File: src/rtl/serial_bit_feeder.sv
// serial_bit_feeder: parallel-in serial-out feeder with a one-word holding register
//   clk, rst (async, active-high) ; word_in/word_valid/word_ready : producer handshake
//   d_out : registered serial bit ; bit_valid/last_bit : framing of d_out ; busy : shifting or word held
module serial_bit_feeder #(
  parameter int   WIDTH     = 8,
  parameter bit   MSB_FIRST = 1'b1,
  parameter logic IDLE_BIT  = 1'b0
) (
  input  logic             clk,
  input  logic             rst,
  input  logic [WIDTH-1:0] word_in,
  input  logic             word_valid,
  output logic             word_ready,
  output logic             d_out,
  output logic             bit_valid,
  output logic             last_bit,
  output logic             busy
);
  localparam int CW = $clog2(WIDTH);
  localparam logic [CW-1:0] LAST = CW'(WIDTH - 1);
  typedef enum logic {IDLE, SHIFT} state_t;
  state_t state_q, state_d;
  logic [WIDTH-1:0] sh_q, sh_d, hold_q, hold_d, sh_adv;
  logic [CW-1:0] cnt_q, cnt_d;
  logic hold_full_q, hold_full_d, accept, at_last;
  assign word_ready = !hold_full_q;
  assign accept     = word_valid && word_ready;
  assign at_last    = cnt_q == LAST;
  // the bit on d_out always sits at the outgoing end of sh
  assign sh_adv = MSB_FIRST ? {sh_q[WIDTH-2:0], 1'b0} : {1'b0, sh_q[WIDTH-1:1]};
  always_comb begin
    state_d     = state_q;
    sh_d        = sh_q;
    cnt_d       = cnt_q;
    hold_d      = hold_q;
    hold_full_d = hold_full_q;
    if (state_q == IDLE) begin
      if (accept) begin
        sh_d    = word_in;
        cnt_d   = '0;
        state_d = SHIFT;
      end
    end else if (!at_last) begin
      sh_d  = sh_adv;
      cnt_d = cnt_q + CW'(1);
      if (accept) begin
        hold_d      = word_in;
        hold_full_d = 1'b1;
      end
    end else if (hold_full_q) begin
      sh_d        = hold_q;
      cnt_d       = '0;
      hold_full_d = 1'b0;
    end else if (accept) begin
      sh_d  = word_in;
      cnt_d = '0;
    end else begin
      cnt_d   = '0;
      state_d = IDLE;
    end
  end
  always_ff @(posedge clk or posedge rst) begin
    if (rst) begin
      state_q     <= IDLE;
      sh_q        <= '0;
      cnt_q       <= '0;
      hold_q      <= '0;
      hold_full_q <= 1'b0;
      d_out       <= IDLE_BIT;
      bit_valid   <= 1'b0;
      last_bit    <= 1'b0;
      busy        <= 1'b0;
    end else begin
      state_q     <= state_d;
      sh_q        <= sh_d;
      cnt_q       <= cnt_d;
      hold_q      <= hold_d;
      hold_full_q <= hold_full_d;
      // outputs are registered from next-state so they line up with sh/cnt
      d_out       <= (state_d == SHIFT) ? (MSB_FIRST ? sh_d[WIDTH-1] : sh_d[0]) : IDLE_BIT;
      bit_valid   <= state_d == SHIFT;
      last_bit    <= (state_d == SHIFT) && (cnt_d == LAST);
      busy        <= (state_d == SHIFT) || hold_full_d;
    end
  end
endmodule

File: config.mk
export PLATFORM = sky130hd
export DESIGN_NAME = serial_bit_feeder
export DESIGN_NICKNAME = d
export VERILOG_FILES = /design/src/rtl/serial_bit_feeder.sv
export SDC_FILE = /design/constraint.sdc
export NUM_CORES = 1
export LEC_CHECK = 0
export BUFFER_PORTS_ARGS = -buffer_cell sky130_fd_sc_hd__buf_2
export CORE_MARGIN = 2
export CORE_UTILIZATION = 63
export CTS_BUF_LIST = sky130_fd_sc_hd__clkbuf_8
export CTS_CLUSTER_DIAMETER = 120
export CTS_CLUSTER_SIZE = 40
export DETAILED_ROUTE_END_ITERATION = 8
export PLACE_DENSITY = 0.84
export SYNTH_ARGS = -nofsm -noshare
export SYNTH_HDL_FRONTEND = slang
export SYNTH_SLANG_ARGS = --single-unit
export TNS_END_PERCENT = 30
File: constraint.sdc
create_clock -name clk -period 4.5 [get_ports clk]
set_clock_uncertainty 0.05 [all_clocks]
set_input_delay 0.45 -clock clk [delete_from_list [all_inputs] [get_ports clk]]
set_output_delay 0.45 -clock clk [all_outputs]
set_load 0.005 [all_outputs]
==> results.ini <==
[run_status]
status=completed

[detailed_routing]
wl_met3_um=118
drc=0
vias=889
route.met2.wl_um=1040
dr.pass1.iters=4
drt_wl_total_um=2200
post_drt_via_cell_ratio=6.01
dr.max_layer_used=met4
initialDrtViolationCount=26
met1Wirelength_um=1010
post_drt_wl_per_cell_um=14.9
ant_nets=0

[clock_network]
cts_sinks=24
post_cts_buffers=0
clk_pin_slew_ns=0.08
cts_tree=done
htreeDepth=1
cts_buffer_depth=2
clockRootBuffer=clkbuf_8
clkLatencyLatePin_ns=0.26
numCtsBuffers=3
cts_resized=0
cts_hold_buf=0

[worst_setup_path]
r2r_setup_slack_ns=2.53
arrival_ns=2.12
r2r_end=d_out
crit_top_cell=ha_1
slowest_stage=dfrtp_1
critPathMaxFanout=11
worstPathRequired_ns=4.65
path_cells=ha_1 > ha_1 > nand2b_1 > o221ai_1 > o2bb2ai_1 > and2_1
cp-end-kind=register
start_kind=register
r2r_cells=6
crit_type=register to register
r2r_start=cnt_q[0]
max_stage_delay_ns=0.39

[global_routing]
antenna_found_initial=0
grt_max_degree=25
grt_pass1_wl_um=3660
grt-ovfl-total=0
grt_usage_pct=22.6
grt_pass1_vias=848

[sta]
hold_violations=0
fin_crit_sh_pct=43.8
max_freq_ghz=0.508
maxSlewHeadroom_pct=42.7
finalSetupViolations=0
max_slew.worst_pin.slew_ns=0.859
min_period_ns=1.97
fin_setup_tns_ns=0
rsz0062_at_grt=false
drv_slew=0

[floorplan]
core_um2=1760
io_pins=16
fp.dieArea_um2=2300
die_h_um=48.0
rows=15
start_util_pct=69.0
die_w_um=48.0

[yosys]
synth-simple-area-share_pct=10.3
synthMuxAreaShare_pct=18.2
ys.flop_type=dfrtp_1
synth_nets=126
synth-edff-count=0
synth_area_um2=1220
ys_warn_count=0
ys_seq_area_share_pct=49.3
synthXorXnorAreaFrac_pct=0
netlist-cell-type-count=26
synth_cells=112
synthAdderAreaFrac_pct=3.08
synth_compound_area_share_pct=14.6
synth_top_family_by_area=multiplexers
synthArstFlopShare_pct=100
synth_seq_cells=24
syn_area_per_cell_um2=10.9

[place]
dpl-instance-area_um2=1280
routabilityCongestion=0.847
place_hpwl_um=1530
portBuffers=15

[layout]
final_cell_mix=24 x dfrtp_1, 17 x mux2_2, 15 x buf_2, 12 x nand2_1, 11 x o22ai_1
post-route-util_pct=75.9
num_antenna_cells=0
drive_above_1_share_pct=31.7
final_common_cell=dfrtp_1
nets=138
final_cell_area_um2=1340
area_growth_pct=9.97

[min_path]
min_path_type=primary input to asynchronous set/reset pin

[power_and_ir_drop]
p_per_area_nw_per_um2=668
p_leak_nw=0.604
vdd_ir_drop_max_mv=0.423

[job]
max_cap_viol_count=0

## kinds of logic after synthesis
family          count (synthesis)
fa+ha+maj                       3
flops                          24
compound gates                 29
buf+inv                        12
mux                            20
simple gates                   24
## how the worst max path moves through the flow
stage,start,endpoint,slack [ns],cells after the start
detailed placement,cnt_q[0],d_out,2.57,6
CTS,cnt_q[0],d_out,2.55,6
global placement,word_valid,sh_q[3],2.59,5
finish,cnt_q[0],d_out,2.53,6
global route,cnt_q[0],d_out,2.36,6
floorplan,cnt_q[0],hold_q[0],2.83,4
## where the power goes
group          leakage (nW)  total [W]  internal, W  switching (W)
registers             0.281   0.000397     0.000316      0.0000804
logic                 0.294   0.000358     0.000184       0.000175
clock network        0.0288   0.000140    0.0000778      0.0000618
total                 0.604   0.000894     0.000577       0.000317
## cell usage after synthesis, drive strengths merged, types with 2 or more instances
library cell | number | share of area, %
o21ai | 5 | 2.1
buf | 7 | 3.0
nand2 | 13 | 4.2
o22ai | 11 | 5.7
a21oi | 7 | 2.9
dfrtp | 24 | 49
o2bb2ai | 2 | 1.4
inv | 4 | 1.2
ha | 3 | 3.1
mux2i | 3 | 2.5
o31ai | 2 | 1.2
nand2b | 3 | 1.5
nand3 | 2 | 0.82
mux2 | 17 | 16
## sequential cells by signal (all words and copies together) (netlist names)
register,count
state_q,1
last_bit,1
hold_q,8
d_out,1
sh_q,8
hold_full_q,1
cnt_q,3
busy,1
## cell type report
cell class,instances,area [µm²]
flip-flops and latches,24,601
multi-input cells,76,562
fillers,127,425
repair buffers,15,75.1
clock buffers,4,55.1
well taps,25,31.3
inverters,4,15.0
## critical path: cells and delay by family, from the launching register on
| family | cells | cell delay (ns) |
|---|---|---|
| adder cells (fa/ha/maj) | 2 | 0.58 |
| AND/OR/NAND/NOR | 2 | 0.52 |
| flip-flops | 1 | 0.39 |
| AO/OA/AOI/OAI | 2 | 0.37 |
## layer usage
| metal | vias up | track usage [%] |
|---|---|---|
| met5 | - | 0 |
| met1 | 419 | 32.8 |
| li1 | 423 | - |
| met4 | 0 | 9.19 |
| met3 | 7 | 3.40 |
| met2 | 40 | 33.9 |
## per-stage QoR
stage | instances | hold WS [ns] | worst slack, ns | total power (W)
global placement | 144 | 0.428 | 2.59 | 0.000736
detailed placement | 144 | 0.437 | 2.57 | 0.000752
finish | 148 | 0.303 | 2.53 | 0.000894
floorplan | 112 | 0.410 | 2.83 | 0.000675
global route | 148 | 0.390 | 2.36 | 0.000970
CTS | 148 | 0.339 | 2.55 | 0.000895
No activity file was read; power rests on OpenSTA's default activity.
